$ cat config.mk
export PLATFORM = sky130hd
export DESIGN_NAME = nv_ram_fifo_ctrl_256x256
export DESIGN_NICKNAME = d
export VERILOG_FILES = /design/src/rtl/nv_ram_fifo_ctrl_256x256.sv
export SDC_FILE = /design/constraint.sdc
export NUM_CORES = 1
export LEC_CHECK = 0
export ABC_AREA = 1
export ABC_CLOCK_PERIOD_IN_PS = 15500
export CELL_PAD_IN_SITES_DETAIL_PLACEMENT = 1
export CELL_PAD_IN_SITES_GLOBAL_PLACEMENT = 2
export CORE_AREA = 2 2 438 440
export CTS_CLUSTER_DIAMETER = 80
export CTS_CLUSTER_SIZE = 10
export DETAILED_ROUTE_END_ITERATION = 8
export DIE_AREA = 0 0 440 442
export GPL_ROUTABILITY_DRIVEN = 0
export PLACE_DENSITY = 0.48
export SETUP_SLACK_MARGIN = 0.3
export SYNTH_ARGS = -nofsm -noshare
export SYNTH_HDL_FRONTEND = slang
export SYNTH_SLANG_ARGS = --single-unit
$ cat constraint.sdc
create_clock -name clk -period 15.5 [get_ports clk]
set_input_delay 3.1 -clock clk [delete_from_list [all_inputs] [get_ports clk]]
set_output_delay 3.1 -clock clk [all_outputs]
set_load 0.01 [all_outputs]
$ cat src/rtl/nv_ram_fifo_ctrl_256x256.sv
// Valid/ready FIFO controller over a 256x256 two-port RAM with a 2-entry output skid buffer.
// Optional macro NV_RAM_FIFO_CTRL_BYPASS_EN routes writes into an empty FIFO straight to the skid.
module nv_ram_fifo_ctrl_256x256 #(
  parameter int unsigned AW = 8,
  parameter int unsigned DW = 256
) (
  input  logic          clk,
  input  logic          rst,
  input  logic          wr_pvld,
  output logic          wr_prdy,
  input  logic [DW-1:0] wr_pd,
  output logic          rd_pvld,
  input  logic          rd_prdy,
  output logic [DW-1:0] rd_pd,
  output logic [AW+1:0] fifo_count,
  output logic [AW-1:0] ram_wa,
  output logic          ram_we,
  output logic [DW-1:0] ram_di,
  output logic [AW-1:0] ram_ra,
  output logic          ram_re,
  input  logic [DW-1:0] ram_dout,
  input  logic [31:0]   pwrbus_ram_pd,
  output logic [31:0]   ram_pwrbus_ram_pd
);

  typedef logic [AW-1:0] ptr_t;
  typedef logic [AW:0]   ram_cnt_t;
  typedef logic [AW+1:0] fifo_cnt_t;
  typedef logic [1:0]    skid_cnt_t;

  localparam ram_cnt_t RamFull = ram_cnt_t'(1) << AW;

  ptr_t          wr_ptr_q, wr_ptr_d;
  ptr_t          rd_ptr_q, rd_ptr_d;
  ram_cnt_t      ram_cnt_q, ram_cnt_d;
  logic          rd_inflight_q, rd_inflight_d;
  logic [DW-1:0] skid_mem_q [2];
  logic          skid_head_q, skid_head_d;
  logic          skid_tail_q, skid_tail_d;
  skid_cnt_t     skid_cnt_q, skid_cnt_d;
  fifo_cnt_t     fifo_count_q, fifo_count_d;

  logic          wr_fire;
  logic          pop;
  logic          rd_issue;
  logic          bypass;
  logic          push;
  logic [DW-1:0] push_data;
  skid_cnt_t     occ;

  assign ram_pwrbus_ram_pd = pwrbus_ram_pd;

  // Handshake outputs come from registered state only (plus reset gating).
  assign wr_prdy = !rst && (ram_cnt_q != RamFull);
  assign rd_pvld = (skid_cnt_q != '0);
  assign rd_pd   = skid_mem_q[skid_head_q];

  assign wr_fire = wr_pvld && wr_prdy;
  assign pop     = rd_pvld && rd_prdy;

  // Slots already spoken for in the skid: held entries plus the read returning this cycle.
  assign occ      = skid_cnt_q + skid_cnt_t'(rd_inflight_q);
  assign rd_issue = !rst && (ram_cnt_q != '0) &&
                    ((occ < skid_cnt_t'(2)) || ((occ == skid_cnt_t'(2)) && pop));

`ifdef NV_RAM_FIFO_CTRL_BYPASS_EN
  assign bypass = wr_fire && (ram_cnt_q == '0) && !rd_inflight_q &&
                  ((skid_cnt_q != skid_cnt_t'(2)) || pop);
`else
  assign bypass = 1'b0;
`endif

  assign ram_we = wr_fire && !bypass;
  assign ram_wa = wr_ptr_q;
  assign ram_di = wr_pd;
  assign ram_re = rd_issue;
  assign ram_ra = rd_ptr_q;

  // Capture and bypass are mutually exclusive: bypass requires no read in flight.
  assign push      = rd_inflight_q || bypass;
  assign push_data = bypass ? wr_pd : ram_dout;

  assign fifo_count = fifo_count_q;

  always_comb begin
    wr_ptr_d      = ram_we ? wr_ptr_q + ptr_t'(1) : wr_ptr_q;
    rd_ptr_d      = rd_issue ? rd_ptr_q + ptr_t'(1) : rd_ptr_q;
    rd_inflight_d = rd_issue;
    ram_cnt_d     = ram_cnt_q;
    if (ram_we && !rd_issue) begin
      ram_cnt_d = ram_cnt_q + ram_cnt_t'(1);
    end else if (!ram_we && rd_issue) begin
      ram_cnt_d = ram_cnt_q - ram_cnt_t'(1);
    end
    skid_cnt_d = skid_cnt_q;
    case ({push, pop})
      2'b10:   skid_cnt_d = skid_cnt_q + skid_cnt_t'(1);
      2'b01:   skid_cnt_d = skid_cnt_q - skid_cnt_t'(1);
      default: skid_cnt_d = skid_cnt_q;
    endcase
    skid_head_d  = pop ? ~skid_head_q : skid_head_q;
    skid_tail_d  = push ? ~skid_tail_q : skid_tail_q;
    fifo_count_d = fifo_cnt_t'(ram_cnt_d) + fifo_cnt_t'(rd_inflight_d) +
                   fifo_cnt_t'(skid_cnt_d);
  end

  always_ff @(posedge clk) begin
    if (rst) begin
      wr_ptr_q      <= '0;
      rd_ptr_q      <= '0;
      ram_cnt_q     <= '0;
      rd_inflight_q <= 1'b0;
      skid_head_q   <= 1'b0;
      skid_tail_q   <= 1'b0;
      skid_cnt_q    <= '0;
      fifo_count_q  <= '0;
      skid_mem_q[0] <= '0;
      skid_mem_q[1] <= '0;
    end else begin
      wr_ptr_q      <= wr_ptr_d;
      rd_ptr_q      <= rd_ptr_d;
      ram_cnt_q     <= ram_cnt_d;
      rd_inflight_q <= rd_inflight_d;
      skid_head_q   <= skid_head_d;
      skid_tail_q   <= skid_tail_d;
      skid_cnt_q    <= skid_cnt_d;
      fifo_count_q  <= fifo_count_d;
      if (push) begin
        skid_mem_q[skid_tail_q] <= push_data;
      end
    end
  end

endmodule

After elaboration in Yosys (flattened, before gate mapping):

Memory sizes are Yosys's and may differ from the RTL's. A register that Yosys moved wholly into a read port is not among the register bits.
Index checks and enable logic that the tools add are counted.
Widths: inputs -> output; s select.

* register bits: 40
* RAM bits: 512
* bits of input ports: 548
* output and inout bits: 574
* word-level logic and storage cells: 53
* memories: 1

* add/sub/neg operators: 9
* magnitude comparators: 1
* eq/ne operators: 4
* multiplexer cells: 13
* bitwise logic cells: 2
* reductions and logical operators: 15

Memory list
* skid_mem_q: depth 2, bits a word 256, read ports 1, clocked after Yosys merged registers in 1, write ports 2, line 37 `logic [DW-1:0] skid_mem_q [2];`

Operator list (number)
* $mux 256: 1
* $reduce_or 256->1: 1
* $mux 9: 2
* $add 8x1->8 const B: 2
* $add 10x2->10: 1
* $add 9x1->10: 1
* $add 9x1->9 const B: 1
* $mux 1: 9
* $ne 9x9->1 const B: 1
* $reduce_bool 9->1: 1
* $sub 9x1->9 const B: 1
* $logic_and 1x1->1: 8
* $eq 2x2->1 const B: 2
* $pmux 2 s2: 1
* $logic_not 1->1: 3
* $add 2x1->2: 1
* $add 2x1->2 const B: 1
* $eq 2x1->1 const B: 1
* $lt 2x2->1 const B: 1
* $not 1->1: 2
* $reduce_bool 2->1: 1
* $sub 2x1->2 const B: 1
* $logic_or 1x1->1: 1

Longest topological paths before layout:

Gate-level depths: netlist of the first run.

* depth after elaboration: 10
* gate-level depth with buffers: 19
* gate-level depth less buffers: 19

Worst setup path after synthesis of the first run:

No wires, ideal clock.

* path kind: input to register
* start point: input rst
* end point: memory skid_mem_q[0][0], enable pin
* library setup time: 1.980 ns
* arrival: 8.047 ns
* required time: 13.520 ns
* path slack: 5.473 ns
* stages on the path: 5
* path buffers: 2
* path through: inv_4 > nand2_1 > clkbuf_1 > clkbuf_1 > nand2_1

RTL lines
* start: declaration: line 8 `input logic rst,`
* end: declaration: line 37

Final worst setup path of the first run:

* start point: input rst
* end point: output ram_re

* word-level cells in the longest chain between the ends: 3

Ends and longest elaborated chain
* $logic_not 1->1: line 63 `assign rd_issue = !rst && (ram_cnt_q != '0) &&`
* $logic_and 1x1->1 (2 in a row): line 63
* end: declaration: line 20 `output logic ram_re,`

Every way passes these cells.

==> qor.yml, run 1 <==
finalClockSkew_ns: 0.0339
p_sw_share_pct: 32.2
rsz0062_at_grt: "false"
crit_chain: "clkdlybuf4s50_1 -> buf_4 -> inv_4 -> nand2_2 -> nor2_4 -> clkdlybuf4s50_1"
cp_data_required_time_ns: 12.40
cellLeakagePower_nw: 13.3
drt-vias-per-instance: 3.26
nets: 3034
seq_power_share_pct: 36.9
p_comb_share_pct: 32.7
ctsResizeCount: 0
wire_per_inst_um: 21.8
drv_slew: 0
grt.overflow.total: 0
numCtsBuffers: 75
cp_top_family: "buffers and inverters"
coreArea_um2: 190000
cts_setup_buffers: 0
initial_utilization_pct: 13.7
crit_top_cell: "clkdlybuf4s50_1"
firstDrtPassIters: 4
cts-hold-fix-buffers: 0
synth.area.top_cells: "edfxtp_1, mux2_2, buf_4"
vias: 16400
die_h_um: 442
syn-num-nets: 2775
ant_nets: 0
crit_path_start_kind: "input port"
syn_avg_cell_area_um2: 11.7
clkPwrFrac_pct: 30.4
synth_area_leader_cell: "edfxtp_1"
syn_to_final_growth_pct: 33.0
grt_pass1_wl_um: 147000
hold_violations: 0
row_count: 160
fmax_ghz: 0.117
crit_slowest_cell: "clkdlybuf4s50_1"
drc: 0
power_density_nw_per_um2: 160
fp.dieW_um: 440
portBuffers: 545
worst-path-buf-inv: 4
setup_tns_ns: 0
p_switching_mw: 1.78
synth.yosys.seq_area_share_pct: 62.3
outcome: "complete, no violations"
drive_gt1_share_pct: 16.6
grt_max_degree: 135
maxCapViolCount: 0
critPathCaptureType: "output port"
final_util_pct: 18.2
antenna_found_initial: 16
die_area_um2: 194000
worstSkewPairLatency_ns: 0.68
synth_top_flop_cell: "edfxtp_1"
grt_usage_pct: 11.0
slowest_delay_ns: 0.73
stdcell_area_um2: 34600
yosys.cell_types.count: 40
tightestPinTransition_ns: 1.30
tritoncts: "yes"
period_needed_ns: 8.53
dp_hpwl_um: 79400
cts_sinks: 553
layout_common_cells: "clkdlybuf4s50_1, nor2_1, edfxtp_1"
yosysWarnings: 0
slew_headroom_pct: 13.5
cts_buffer_depth: 3
synth-edff-count: 512
clk_pin_slew_ns: 0.06
setup_viol: 0
ir_drop_v: 0.0000821
reg2reg_slack_ns: 12.01
cts_root_buffer: "clkbuf_16"
drt_first_iter_violations: 714
io_pins: 1122
timing.final.crit_share_pct: 55.0
htree_levels: 3
holdWs_ns: 0.457
drt-total-wl_um: 110000
worstPathArrival_ns: 5.43
final_common_cell: "clkdlybuf4s50_1"
critPathMaxFanout: 24
placed_cell_area_um2: 32300
hp-class: "reg -> reg"
ys_ff_latch: 553
worstSetupPathType: "in -> out"
yosys.area.top_type_share_pct: 59.2
first_global_vias: 17300
async_reset_ff_share_pct: 0
syn_area_um2: 26000
intPower_mw: 3.75
netlist_instances: 2218
[worst reg2reg max path: cells and delay by family, from the launching register on]
kind	cells	cell delay [ns]
buffers and inverters	3	2.00
flip-flops	1	0.35
AND/OR/NAND/NOR	3	0.86
[cells by family after synthesis]
family	share of synthesized area (%)
fa+ha+maj	0.491
mux	11.1
xor+xnor	0.438
simple gates	10.7
flops	62.3
compound gates	0.910
buf+inv	14.1
[registers in the layout, indices dropped and copies added (netlist names), named ones only]
register	cells
skid_mem_q	512
fifo_count	10
ram_cnt_q	9
ram_ra	8
ram_wa	8
skid_cnt_q	2
push	1
skid_head_q	1
skid_tail_q	1
[metal layers]
| layer | part of all wire [%] | GRT usage (%) | vias to the layer above | wire length (um) |
|---|---|---|---|---|
| met5 | 0 | 0.968 | - | 0 |
| met4 | 5.4 | 5.75 | 0 | 5910 |
| met3 | 9.5 | 4.93 | 274 | 10400 |
| met2 | 53 | 20.3 | 659 | 58600 |
| met1 | 32 | 9.80 | 7993 | 34800 |
| li1 | - | - | 7445 | - |
[power groups by stage]
| stage | registers (mW) | clock network (mW) | logic, mW |
|---|---|---|---|
| 2_1_floorplan | 2.09 | 0 | 0.993 |
| 3_3_place_gp | 2.07 | 0 | 1.89 |
| 3_5_place_dp | 2.08 | 0 | 1.88 |
| 4_1_cts | 2.05 | 1.76 | 1.89 |
| 5_1_grt | 2.07 | 1.80 | 1.97 |
| 6_report | 2.04 | 1.68 | 1.81 |
[per-stage QoR]
stage | setup WS, ns | instances | power [mW]
detailed placement | 6.90 | 4911 | 3.95
global route | 6.82 | 5028 | 5.84
floorplan | 5.47 | 2218 | 3.08
global placement | 6.91 | 4911 | 3.95
finish | 6.97 | 5029 | 5.53
CTS | 6.91 | 5026 | 5.70
[final cells by class]
cell class | instances | area, um2
Fill cell | 21500 | 155000
Sequential cell | 553 | 16200
Multi-Input combinational cell | 984 | 6170
Timing Repair Buffer | 561 | 5630
Tap cell | 2511 | 3140
Clock buffer | 90 | 1970
Inverter | 302 | 1140
Clock inverter | 25 | 313
Antenna cell | 3 | 7.51
[cells in the mapped netlist, types with 4 or more instances]
| cell type | count |
|---|---|
| nor2_1 | 537 |
| nand2_4 | 6 |
| buf_4 | 288 |
| nand2_1 | 58 |
| o21ai_0 | 13 |
| inv_2 | 7 |
| nand3_1 | 14 |
| nand3_2 | 4 |
| nor3_1 | 8 |
| a21oi_1 | 21 |
| clkbuf_1 | 84 |
| dfxtp_1 | 41 |
| nor3_2 | 4 |
| nand4_1 | 7 |
| nand2_2 | 8 |
| xor2_1 | 11 |
| mux2_2 | 256 |
| inv_1 | 294 |
| edfxtp_1 | 512 |
| o21ai_1 | 6 |
| ha_1 | 7 |
[final timing paths]
check	startpoint	to	cells past startpoint
setup / recovery	rst	ram_re	6
hold / removal	skid_head_q	skid_head_q	1
setup reg to reg	push	skid_mem_q[0][211]	6
hold reg to reg	skid_head_q	skid_head_q	1
Note: power is estimated with default switching activity, not from simulation.
==> run 2: changes to the inputs <==
Settings changed: ABC_CLOCK_PERIOD_IN_PS 15500 to 7400, CORE_AREA 2 2 438 440 to 2 2 442 444, DIE_AREA 0 0 440 442 to 0 0 444 446, PLACE_DENSITY 0.48 to 0.49.
Clock period 15.5 ns to 7.4 ns, I/O delays scaled along.
==> qor.yml, run 2 (synthesis results as in run 1) <==
drt_first_iter_violations: 613  # was 714
io_pins: 1122  # unchanged
row_count: 162  # was 160
tritoncts: "yes"  # unchanged
reg2reg_from: "ram_cnt_q[0]"  # was push
maxCapViolCount: 0  # unchanged
portBuffers: 545  # unchanged
cp_data_required_time_ns: 5.92  # was 12.40 ns
grt_max_degree: 139  # was 135
firstDrtPassIters: 6  # was 4
power_density_nw_per_um2: 330  # was 160 nW/um2
setup_tns_ns: 0  # unchanged
slowest_delay_ns: 0.72  # was 0.73 ns
grt_pass1_wl_um: 146000  # was 147,000 um
timing.final.crit_share_pct: 71.1
ir_drop_v: 0.000140  # was 0.0000821 V
drc: 0  # unchanged
worst-path-buf-inv: 4  # unchanged
hp-class: "reg -> reg"  # unchanged
period_needed_ns: 5.26
cts_root_buffer: "clkbuf_16"  # unchanged
final_util_pct: 17.8  # was 18.2%
antenna_found_initial: 7  # was 16
crit_top_cell: "clkdlybuf4s50_1"  # unchanged
layout_common_cells: "clkdlybuf4s50_1, nor2_1, edfxtp_1"  # unchanged
worstSkewPairLatency_ns: 0.66  # was 0.68 ns
crit_chain: "clkdlybuf4s50_1 -> buf_4 -> inv_4 -> nand2_2 -> nor2_4 -> clkdlybuf4s50_1"  # unchanged
critPathCaptureType: "output port"  # unchanged
fmax_ghz: 0.190
cp_top_family: "buffers and inverters"  # unchanged
cts_buffer_depth: 3  # unchanged
cts_sinks: 553  # unchanged
r2r_end: "fifo_count[6]"  # was skid_mem_q[0][211]
worstSetupPathType: "in -> out"  # unchanged
coreArea_um2: 194000  # was 190,000 um2
reg2reg_slack_ns: 4.08  # was 12.01 ns
top_register: "skid_mem_q"  # unchanged
initial_utilization_pct: 13.4  # was 13.7%
dp_hpwl_um: 80400  # was 79,400 um
worstPathArrival_ns: 3.78  # was 5.43 ns
placed_cell_area_um2: 32400  # was 32,300 um2
hold_violations: 0  # unchanged
wire_per_inst_um: 21.7  # was 21.8 um
setup_viol: 0  # unchanged
drt-vias-per-instance: 3.25  # was 3.26
cts_setup_buffers: 0  # unchanged
drv_slew: 0  # unchanged
numCtsBuffers: 72  # was 75
fp.dieW_um: 444  # was 440 um
htree_levels: 3  # unchanged
largest_reg_flops: 512  # unchanged
crit_path_start_kind: "input port"  # unchanged
outcome: "complete, no violations"  # unchanged
hp-start: "skid_head_q"  # unchanged
stdcell_area_um2: 34500  # was 34,600 um2
rsz0062_at_grt: "false"  # unchanged
finalClockSkew_ns: 0.0205  # was 0.0339 ns
critPathMaxFanout: 24  # unchanged
vias: 16400  # about the same
first_global_vias: 17300  # about the same
r2r_cells: 17  # was 6
ant_nets: 0  # unchanged
clk_pin_slew_ns: 0.05  # was 0.06 ns
drt-total-wl_um: 110000  # about the same
tightestPinTransition_ns: 1.13  # was 1.30 ns
grt_usage_pct: 10.6  # was 11.0%
grt.overflow.total: 0  # unchanged
final_common_cell: "clkdlybuf4s50_1"  # unchanged
worstHoldPathCells: 1  # unchanged
die_area_um2: 198000  # was 194,000 um2
die_h_um: 446  # was 442 um
ctsResizeCount: 0  # unchanged
nets: 3033  # was 3,034
cellLeakagePower_nw: 13.2  # was 13.3 nW
crit_slowest_cell: "clkdlybuf4s50_1"  # unchanged
holdWs_ns: 0.455  # was 0.457 ns
cts-hold-fix-buffers: 0  # unchanged
slew_headroom_pct: 24.5  # was 13.5%
drive_gt1_share_pct: 16.3  # was 16.6%
syn_to_final_growth_pct: 32.8  # was 33.0%
## run 2: cell types whose count changed in the layout (fill, tap and decap cells not counted), sizes merged
cell,change
clkinv,+1
inv,-5
buf,+2
bufinv,-1
clkbuf,-4
diode,+2
## run 2: worst max path at each step
| stage | to | cells after the start | slack [ns] | startpoint |
|---|---|---|---|---|
| after floorplan | skid_mem_q[0][0] | 5 | 1.62 | rst |
| after global placement | ram_re | 6 | 2.07 | rst |
| after detailed placement | ram_re | 6 | 2.08 | rst |
| after CTS | ram_re | 6 | 2.08 | rst |
| after global routing | ram_re | 6 | 2.02 | rst |
| final | ram_re | 6 | 2.14 | rst |
## run 2: through the flow
stage               worst slack [ns]  std cells  power, mW
floorplan                       1.62       2218       6.41
global placement                2.07       4944       8.28
detailed placement              2.08       4944       8.28
CTS                             2.08       5050       11.7
global route                    2.02       5053       12.0
finish                          2.14       5055       11.4
## run 2: power by group
| part | switching, mW | total [mW] | internal, mW |
|---|---|---|---|
| logic | 2.03 | 3.78 | 1.75 |
| clock network | 1.42 | 3.32 | 1.89 |
| registers | 0.190 | 4.29 | 4.10 |
| total | 3.65 | 11.4 | 7.74 |
## run 2: layout make-up
type	count	area, um2
antenna	5	12.5
clock buffer	86	1900
clock inverter	20	229
fill	22000	159000
inverter	302	1140
multi-input combinational	984	6180
sequential	553	16200
tap	2542	3180
timing repair buffer	563	5670
## run 2: layer usage
| layer | global-route usage [%] | wire length, um |
|---|---|---|
| met5 | 0.733 | 205 |
| met4 | 4.45 | 4010 |
| met3 | 5.15 | 11400 |
| met2 | 20.6 | 61200 |
| met1 | 9.07 | 33100 |
==> run 3: changes to the inputs <==
Settings changed: ABC_CLOCK_PERIOD_IN_PS 7400 to 5400, CORE_AREA 2 2 442 444 to 2 2 441 443, DIE_AREA 0 0 444 446 to 0 0 443 445, PLACE_DENSITY 0.49 to 0.48.
Clock period 7.4 ns to 5.4 ns, I/O delays scaled along.
==> qor.yml, run 3 (synthesis results as in run 1) <==
cp_data_required_time_ns: 4.32  # was 5.92 ns
drt-vias-per-instance: 3.23  # was 3.25
ctsResizeCount: 0  # unchanged
slew_headroom_pct: 22.2  # was 24.5%
layout_common_cells: "clkdlybuf4s50_1, nor2_1, edfxtp_1"  # unchanged
setup_viol: 0  # unchanged
grt_max_degree: 140  # was 139
clk_pin_slew_ns: 0.05  # about the same
tightestPinTransition_ns: 1.17  # was 1.13 ns
finalClockSkew_ns: 0.0392  # was 0.0205 ns
drt_first_iter_violations: 613  # unchanged
grt_usage_pct: 11.0  # was 10.6%
nets: 3049  # was 3,033
row_count: 161  # was 162
fp.dieW_um: 443  # was 444 um
drive_gt1_share_pct: 17.3  # was 16.3%
power_density_nw_per_um2: 461  # was 330 nW/um2
die_h_um: 445  # was 446 um
crit_path_start_kind: "input port"  # unchanged
dpl_worst_slack_ns: 1.08  # was 2.08 ns
critPathCaptureType: "output port"  # unchanged
htree_levels: 3  # unchanged
hp-class: "reg -> reg"  # unchanged
drt-total-wl_um: 112000  # was 110,000 um
portBuffers: 545  # unchanged
setup_tns_ns: 0  # unchanged
die_area_um2: 197000  # was 198,000 um2
grt.overflow.total: 0  # unchanged
cts_sinks: 553  # unchanged
critPathMaxFanout: 23  # was 24
fin_ws_ns: 1.23  # was 2.14 ns
cellLeakagePower_nw: 13.4  # was 13.2 nW
first_global_vias: 17200  # was 17,300
io_pins: 1122  # unchanged
firstDrtPassIters: 4  # was 6
multiInputGateArea_um2: 6180  # unchanged
cts-hold-fix-buffers: 0  # unchanged
initial_utilization_pct: 13.5  # was 13.4%
numCtsBuffers: 77  # was 72
drc: 0  # unchanged
antenna_found_initial: 8  # was 7
tritoncts: "yes"  # unchanged
top_register: "skid_mem_q"  # unchanged
dp_hpwl_um: 81700  # was 80,400 um
outcome: "complete, no violations"  # unchanged
worstPathArrival_ns: 3.09  # was 3.78 ns
worstSkewPairLatency_ns: 0.68  # was 0.66 ns
vias: 16300  # was 16,400
worstSetupPathType: "in -> out"  # unchanged
coreArea_um2: 192000  # was 194,000 um2
period_needed_ns: 4.17
cts_setup_buffers: 0  # unchanged
syn_to_final_growth_pct: 34.0  # was 32.8%
r2r_cells: 16  # was 17
largest_reg_flops: 512  # unchanged
final_util_pct: 18.1  # was 17.8%
cts_root_buffer: "clkbuf_16"  # unchanged
timing.final.crit_share_pct: 77.2
holdWs_ns: 0.445  # was 0.455 ns
rsz0062_at_grt: "false"  # unchanged
fmax_ghz: 0.240
wire_per_inst_um: 22.1  # was 21.7 um
reg2reg_slack_ns: 2.04  # was 4.08 ns
drv_slew: 0  # unchanged
hp-start: "skid_head_q"  # unchanged
regArea_um2: 16200  # unchanged
hold_violations: 0  # unchanged
worstHoldPathCells: 1  # unchanged
fillers: 21700  # was 22,000
maxCapViolCount: 0  # unchanged
r2r_end: "fifo_count[6]"  # unchanged
cts_buffer_depth: 3  # unchanged
final_common_cell: "clkdlybuf4s50_1"  # unchanged
ir_drop_v: 0.000235  # was 0.000140 V
grt_pass1_wl_um: 150000  # was 146,000 um
ant_nets: 0  # unchanged
reg2reg_from: "ram_cnt_q[0]"  # unchanged
[run 3: layout make-up]
type | count | share of cell area, %
Sequential cell | 553 | 46.5
Multi-Input combinational cell | 984 | 17.8
Timing Repair Buffer | 574 | 16.6
Tap cell | 2526 | 9.07
Clock buffer | 88 | 5.86
Inverter | 302 | 3.26
Clock inverter | 25 | 0.898
Antenna cell | 3 | 0.0216
[run 3: worst max-delay path: stages]
cell	delay, ns
clkdlybuf4s50_1	0.46
inv_4	0.08
buf_4	0.35
nand3_4	0.31
inv_1	0.18
clkdlybuf4s50_1	0.62
[run 3: power by group]
group / switching [mW] / internal (mW) / total [mW]
Combinational: 2.82 / 2.43 / 5.24
Sequential: 0.277 / 5.62 / 5.89
Clock: 2.07 / 2.85 / 4.93
Total: 5.17 / 10.9 / 16.1
[run 3: metrics by stage]
step                      instances  cell area (um2)  total power [mW]
after global placement         4939            32500              11.4
after CTS                      5052            34800              16.5
after floorplan                2218            26000              8.75
after global routing           5053            34800              16.9
after detailed placement       4939            32500              11.4
final                          5055            34800              16.1
[run 3: layer usage]
layer | track usage, % | part of all wire [%] | up-vias
met5 | 1.17 | 0.30 | -
met3 | 5.68 | 11 | 241
met4 | 5.41 | 4.5 | 6
met1 | 9.51 | 31 | 7956
li1 | - | - | 7481
met2 | 20.4 | 54 | 654
[run 3: how the worst max path moves through the flow]
| stage | start | to | slack [ns] | cells after the start |
|---|---|---|---|---|
| 2_1_floorplan | rst | skid_mem_q[0][0] | 1.45 | 5 |
| 3_3_place_gp | rst | fifo_count[6] | 1.07 | 15 |
| 3_5_place_dp | rst | fifo_count[6] | 1.08 | 15 |
| 4_1_cts | flip-flop | rd_pd[204] | 1.00 | 3 |
| 5_1_grt | flip-flop | rd_pd[207] | 0.99 | 3 |
| 6_report | rst | ram_we | 1.23 | 6 |
